[src/rtl/control_unit.sv]
// control_unit: multi-cycle Moore control FSM; define MULDIV_EN to enable MUL/DIV (T6 step, HIin/LOin)
module control_unit (
  input  logic        clock,
  input  logic        clear,
  input  logic [31:0] ir,
  input  logic        run,
  input  logic        mem_ready,
  output logic        PCout,
  output logic        IncPC,
  output logic        MARin,
  output logic        memRead,
  output logic        MDRin,
  output logic        MDRout,
  output logic        IRin,
  output logic        Yin,
  output logic        Zin,
  output logic        Zhighout,
  output logic        Zlowout,
  output logic        HIin,
  output logic        LOin,
  output logic [15:0] Rin,
  output logic [15:0] Rout,
  output logic [4:0]  alu_op,
  output logic        halted,
  output logic        illegal
);
  typedef enum logic [3:0] {IDLE, T0, T1, T2, T3, T4, T5, T6, HALT} state_t;
  state_t state;
  logic [4:0] op;
  logic [3:0] ra, rb, rc;
  logic is_alu, is_md, is_halt, legal, unused_ir;
  assign op = ir[31:27];
  assign ra = ir[26:23];
  assign rb = ir[22:19];
  assign rc = ir[18:15];
  assign unused_ir = ^ir[14:0];
  assign is_alu = op >= 5'd3 && op <= 5'd10;
  assign is_halt = op == 5'd27;
`ifdef MULDIV_EN
  assign is_md = op == 5'd15 || op == 5'd16;
  assign HIin = state == T6;
  assign LOin = state == T5 && is_md;
`else
  assign is_md = 1'b0;
  assign HIin = 1'b0;
  assign LOin = 1'b0;
`endif
  assign legal = is_alu || is_md;
  // sequencing; run is only consulted when leaving IDLE, T5 or T6 so an instruction always completes
  always_ff @(posedge clock or negedge clear)
    if (!clear) state <= IDLE;
    else case (state)
      IDLE: state <= run ? T0 : IDLE;
      T0: state <= T1;
      T1: state <= mem_ready ? T2 : T1;
      T2: state <= T3;
      T3: state <= legal ? T4 : is_halt ? HALT : IDLE;
      T4: state <= T5;
      T5: state <= is_md ? T6 : run ? T0 : IDLE;
      T6: state <= run ? T0 : IDLE;
      HALT: state <= HALT;
      default: state <= IDLE;
    endcase
  assign PCout = state == T0;
  assign IncPC = state == T0;
  assign MARin = state == T0;
  assign memRead = state == T1;
  assign MDRin = state == T1;
  assign MDRout = state == T2;
  assign IRin = state == T2;
  assign Yin = state == T3 && legal;
  assign Zin = state == T4;
  assign Zlowout = state == T5;
  assign Zhighout = state == T6;
  assign alu_op = state == T4 ? op : 5'd0;
  assign Rin = state == T5 && is_alu ? 16'd1 << ra : 16'd0;
  assign halted = state == HALT;
  assign illegal = state == T3 && !legal && !is_halt;
  // operand drive: MUL/DIV read Ra then Rb, ALU ops read Rb then Rc
  always_comb begin
    Rout = 16'd0;
    if (state == T3 && legal) Rout = 16'd1 << (is_md ? ra : rb);
    else if (state == T4) Rout = 16'd1 << (is_md ? rb : rc);
  end
endmodule

[config.mk]
export PLATFORM = sky130hd
export DESIGN_NAME = control_unit
export DESIGN_NICKNAME = d
export VERILOG_FILES = /design/src/rtl/control_unit.sv
export SDC_FILE = /design/constraint.sdc
export NUM_CORES = 1
export LEC_CHECK = 0
export ABC_AREA = 0
export BUFFER_PORTS_ARGS = -buffer_cell sky130_fd_sc_hd__buf_2
export CAP_MARGIN = 20
export CORE_ASPECT_RATIO = 1.75
export CORE_MARGIN = 3
export CORE_UTILIZATION = 40
export DETAILED_ROUTE_END_ITERATION = 10
export PLACE_DENSITY = 0.82
export SLEW_MARGIN = 20
export SYNTH_ARGS = -nofsm -noshare
export SYNTH_HDL_FRONTEND = slang
export SYNTH_SLANG_ARGS = --single-unit
export TNS_END_PERCENT = 5
[constraint.sdc]
create_clock -name clock -period 2.7 [get_ports clock]
set_clock_uncertainty 0.1 [all_clocks]
set_input_delay 0.27 -clock clock [delete_from_list [all_inputs] [get_ports clock]]
set_output_delay 0.27 -clock clock [all_outputs]
set_load 0.01 [all_outputs]
# Yosys cells after proc, flatten, opt, wreduce, memory -nomap -nowiden
# Index checks and enable logic that the tools add are counted.
[totals] register_bits=4 in_bits=36 out_inout_bits=52
[op_classes] reduce_logical=9 n_shift=3 n_lt_le_gt_ge=2 muxes=9 n_eq_ne=9
[op_table] operator="16-bit two-way mux" count=3
[op_table] operator="1-bit by 4-bit << shifter with 16-bit output, first input constant" count=3
[op_table] operator="4-bit case mux with 7 select lines" count=1
[op_table] operator="4-bit by 3-bit equality test with 1-bit output, second input constant" count=4
[op_table] operator="4-bit by 2-bit equality test with 1-bit output, second input constant" count=2
[op_table] operator="4-bit two-way mux" count=2
[op_table] operator="5-bit equality test, second input constant" count=1
[op_table] operator="5-bit by 2-bit greater-or-equal comparator with 1-bit output, second input constant" count=1
[op_table] operator="5-bit by 4-bit less-or-equal comparator with 1-bit output, second input constant" count=1
[op_table] operator="1-bit logical AND" count=5
[op_table] operator="5-bit two-way mux" count=1
[op_table] operator="4-bit by 1-bit equality test with 1-bit output, second input constant" count=1
[op_table] operator="4-bit equality test, second input constant" count=1
[op_table] operator="4-bit logical NOT" count=1
[op_table] operator="3-bit OR reduction" count=1
[op_table] operator="1-bit logical NOT" count=2
[op_table] operator="1-bit two-way mux" count=2

# Logic depth before layout (Yosys ltp)
[depth] word_depth=5 mapped_depth=6

# Worst setup path before layout
# Ideal clock, no wire load.
[synth_timing] path_type="reg2out" startpoint="register state[3]" endpoint="output port Rin[10]" path_stages_with_launch=5 n_path_buf=1 setup_slack_ns=0.929 arrival_time_ns=1.401 cell_sequence="dfrtp_1 -> buf_2 -> and4bb_2 -> nand3_1 -> nor4_1"
[synth_via] elab_chain_len=3
[synth_rtl] item="from (decl)" line="28" text="state_t state;"
[synth_rtl] item="from (signal assigned)" line="53" text="IDLE: state <= run ? T0 : IDLE;"
[synth_rtl] item="from (signal assigned)" line="55" text="T1: state <= mem_ready ? T2 : T1;"
[synth_rtl] item="from (signal assigned)" line="57" text="T3: state <= legal ? T4 : is_halt ? HALT : IDLE;"
[synth_rtl] item="4-bit by 3-bit equality test with 1-bit output"
[synth_rtl] item="via Zlowout" line="18" text="output logic Zlowout,"
[synth_rtl] item="1-bit logical AND" line="76" text="assign Rin = state == T5 && is_alu ? 16'd1 << ra : 16'd0;"
[synth_rtl] item="16-bit two-way mux" line="76"
[synth_rtl] item="to (decl)" line="21" text="output logic [15:0] Rin,"
# The timed path passes the listed nets, and every way through them passes these cells.

# Final worst setup path
[layout_timing] startpoint="register state[3]" endpoint="output port Rout[1]"
[layout_via] elab_chain_len=3
[layout_rtl] item="4-bit by 3-bit equality test with 1-bit output, on equally long branches" line="83, 82"
[layout_rtl] item="16-bit two-way mux / 1-bit logical AND (equally long branches)" line="83, 82"
[layout_rtl] item="16-bit two-way mux (*)" line="82" text="if (state == T3 && legal) Rout = 16'd1 << (is_md ? ra : rb);"
[layout_rtl] item="to (decl)" line="22" text="output logic [15:0] Rout,"
# Mark *: on every way between the ends. The rest lies on a longest branch, timed or not.

==> impl_metrics.sql <==
INSERT INTO impl_metrics (metric_group, metric, value, unit) VALUES
('synthesis', 'ys_warn_count', '0', ''),
('clocking', 'cts_repair_resize_count', '0', ''),
('global_routing', 'antenna_violations_before_repair', '0', ''),
('sta', 'portion_of_the_clock_cycle_consumed_by_the_worst_path_in_the_final_layout', '0.804', ''),
('clocking', 'clk-insertion-delay-late', '0.22', 'ns'),
('worst_setup_path', 'setup.worst_path.start_class', 'flop', ''),
('synthesis', 'synth_top_flop_cell', 'sky130_fd_sc_hd__dfrtp_1', ''),
('flow_run', 'cap_viol_max_count', '0', ''),
('layout', 'ff_latch_area', '100', 'µm²'),
('clocking', 'cts_tree', 'built', ''),
('status', 'status', 'finished, final reports clean', ''),
('drt', 'dr.first_iter.drc_count', '45', ''),
('synthesis', 'synth_edf_count', '0', ''),
('sta', 'timing_worst_slew_pin_value', '0.521', 'ns'),
('synthesis', 'post_synth_and_or_nand_nor_area_fraction', '0.579', ''),
('layout', 'largest_register_ffs', '4', ''),
('sta', 'finalSetupViolCount', '0', ''),
('layout', 'nFillCells', '241', ''),
('clocking', 'post_cts.repair.setup_buffers', '0', ''),
('synthesis', 'synth_sequential_area_ratio', '0.0941', ''),
('drt', 'detail_route.first_pass.iterations', '4', ''),
('sta', 'period_needed', '2.17', 'ns'),
('floorplan', 'die_h', '74.2', 'µm'),
('synthesis', 'synth.lib_cells_used.distinct', '42', ''),
('worst_setup_path', 'crit_path_top_delay_cell', 'sky130_fd_sc_hd__or4b_1', ''),
('pwr', 'power.ir.vdd_worst', '0.232', 'mV'),
('synthesis', 'async_reset_ff_frac', '1.00', ''),
('worst_setup_path', 'timing.critical_path.arrival', '1.80', 'ns'),
('global_routing', 'met2_usage', '0.317', ''),
('floorplan', 'start_util', '0.422', ''),
('layout', 'multiInputGateArea', '836', 'µm²'),
('synthesis', 'syn_inst', '141', ''),
('drt', 'detail-route-antenna-nets', '0', ''),
('worst_setup_path', 'critical_path.max_stage_delay', '0.53', 'ns'),
('placement', 'buffer_ports.inserted', '70', ''),
('worst_setup_path', 'cp-end-kind', 'primary output', ''),
('sta', 'maxSlewViolCount', '0', ''),
('worst_setup_path', 'cp_cell_sequence', 'nand4bb_4 > or4b_1 > o21ai_2 > buf_2', ''),
('clocking', 'cts_hold_buf', '1', ''),
('global_routing', 'top_usage_layer', 'met2', ''),
('synthesis', 'synth_compound_gate_area_share', '0.169', ''),
('clocking', 'cts-root-to-sink-buffers', '2', ''),
('floorplan', 'placeableCoreArea', '2520', 'µm²'),
('clocking', 'cts-root-buf', 'sky130_fd_sc_hd__clkbuf_8', ''),
('drt', 'drc', '0', ''),
('drt', 'routed_wire_length_per_instance', '13.9', 'µm'),
('worst_setup_path', 'family_with_the_most_delay_on_the_worst_path', 'simple AND/OR/NAND/NOR gates', ''),
('clocking', 'cts_inserted_buffers', '3', ''),
('sta', 'final.setup.tns', '0', 'ns'),
('drt', 'route.final.wire_length', '3150', 'µm'),
('synthesis', 'synth.top_cells.by_area', 'sky130_fd_sc_hd__dfrtp_1 9.4%, sky130_fd_sc_hd__nand4_1 7.1%, sky130_fd_sc_hd__nor3_1 6.6%, sky130_fd_sc_hd__nand4b_1 5.8%, sky130_fd_sc_hd__o21ai_2 4.9%', ''),
('sta', 'holdWs', '0.266', 'ns'),
('synthesis', 'yosys.area.top_type', 'sky130_fd_sc_hd__dfrtp_1', ''),
('min_path', 'timing.hold.worst.class', 'in -> async', ''),
('floorplan', 'fp.dieArea', '3340', 'µm²'),
('global_routing', 'gr-usage-met3', '0.0363', ''),
('placement', 'place.detailed.hpwl', '2460', 'µm'),
('layout', 'registers.top_by_ff_count', 'state', ''),
('layout', 'reg.largest.list', 'state (4)', ''),
('worst_setup_path', 'timing.critical_path.buf_inv', '1', ''),
('sta', 'timing.slew.headroom', '0.645', ''),
('clocking', 'tritoncts_sink_count', '4', ''),
('clocking', 'clk_pin_slew_worst_paths', '0.03', 'ns'),
('synthesis', 'synthXorXnorAreaFrac', '0', ''),
('worst_setup_path', 'worst_ep_required_time', '2.33', 'ns'),
('sta', 'hold_violations', '0', ''),
('floorplan', 'num_rows', '24', ''),
('global_routing', 'grt_pass1_wl', '4950', 'µm'),
('layout', 'num-nets-final', '238', ''),
('synthesis', 'dominant_combinational_cell_family_by_area_after_synthesis', 'simple AND/OR/NAND/NOR gates', ''),
('worst_setup_path', 'worstPathMaxFanout', '11', '');
[Yosys cell counts, types with 2 or more instances]
cell / n
sky130_fd_sc_hd__and2_1: 6
sky130_fd_sc_hd__and2b_1: 2
sky130_fd_sc_hd__buf_2: 6
sky130_fd_sc_hd__buf_4: 6
sky130_fd_sc_hd__buf_6: 4
sky130_fd_sc_hd__clkbuf_1: 2
sky130_fd_sc_hd__dfrtp_1: 4
sky130_fd_sc_hd__nand2_1: 3
sky130_fd_sc_hd__nand2b_1: 5
sky130_fd_sc_hd__nand3_1: 10
sky130_fd_sc_hd__nand3b_1: 3
sky130_fd_sc_hd__nand4_1: 12
sky130_fd_sc_hd__nand4b_1: 7
sky130_fd_sc_hd__nor2_1: 7
sky130_fd_sc_hd__nor2b_1: 5
sky130_fd_sc_hd__nor3_1: 14
sky130_fd_sc_hd__nor4_1: 4
sky130_fd_sc_hd__nor4b_1: 4
sky130_fd_sc_hd__o21ai_1: 7
sky130_fd_sc_hd__o21ai_2: 6
sky130_fd_sc_hd__o21bai_2: 2
sky130_fd_sc_hd__o31a_1: 2
[metrics by stage]
stage | util | worst slack [ns] | cell area, µm²
CTS | 0.556 | 0.524 | 1400
floorplan | - | 0.929 | 1070
global route | 0.556 | 0.453 | 1400
detailed placement | 0.535 | 0.692 | 1350
global placement | 0.535 | 0.691 | 1350
finish | 0.556 | 0.530 | 1400
[kinds of logic after synthesis]
logic type,after synthesis
flops,4
buf+inv,19
other cells,1
simple gates,92
compound gates,23
mux,2
[where the power goes]
group          switching, µW  total [µW]  internal (µW)
Sequential              80.3         162           82.1
Combinational            205         374            170
Clock                   35.9         131           95.5
Total                    321         668            347
[cells in the final DEF, fill, tap and decap left out, types with 2 or more instances in the layout]
master | Yosys | routed
sky130_fd_sc_hd__and2_1 | 6 | 6
sky130_fd_sc_hd__nand4b_1 | 7 | 7
sky130_fd_sc_hd__nand3_1 | 10 | 10
sky130_fd_sc_hd__nor4b_1 | 4 | 4
sky130_fd_sc_hd__dfrtp_1 | 4 | 4
sky130_fd_sc_hd__conb_1 | 1 | 2
sky130_fd_sc_hd__nor2_1 | 7 | 7
sky130_fd_sc_hd__nand2_1 | 3 | 3
sky130_fd_sc_hd__nor3_1 | 14 | 14
sky130_fd_sc_hd__buf_2 | 6 | 70
sky130_fd_sc_hd__nand3b_1 | 3 | 3
sky130_fd_sc_hd__o21ai_2 | 6 | 6
sky130_fd_sc_hd__nand4_1 | 12 | 12
sky130_fd_sc_hd__o21bai_2 | 2 | 2
sky130_fd_sc_hd__nor2b_1 | 5 | 5
sky130_fd_sc_hd__and2b_1 | 2 | 2
sky130_fd_sc_hd__clkbuf_8 | 0 | 3
sky130_fd_sc_hd__o21ai_1 | 7 | 7
sky130_fd_sc_hd__nand2b_1 | 5 | 5
sky130_fd_sc_hd__nor4_1 | 4 | 4
sky130_fd_sc_hd__o31a_1 | 2 | 2
[worst reg2reg max path, stage by stage (launching register included)]
cell and delay, ns:
sky130_fd_sc_hd__dfrtp_1 0.50, sky130_fd_sc_hd__nand2b_1 0.23, sky130_fd_sc_hd__or3_4 0.38, sky130_fd_sc_hd__o21ai_1 0.17
[layer usage]
metal  share of wire  wire length [µm]
met1            0.39              1220
met2            0.51              1600
met3           0.078               245
met4           0.026                82
met5               0                 0
[final cells by class]
class | count | share of cell area
flip-flops and latches | 4 | 0.0714
well taps | 26 | 0.0232
repair buffers | 73 | 0.277
inverters | 1 | 0.00268
clock buffers | 3 | 0.0295
multi-input cells | 119 | 0.596
[worst paths after layout]
path                           from       end  slack (ns)  depth (start not counted)
max                        state[3]   Rout[1]        0.53                          4
min                           clear  state[1]        0.27                          2
max reg2reg                state[3]  state[2]        1.23                          3
min reg2reg                state[3]  state[0]        0.63                          1
max in group asynchronous     clear  state[3]        2.11                          2
min in group clock           ir[29]  state[3]        0.27                          3
Power figures use the tool's default switching activity.
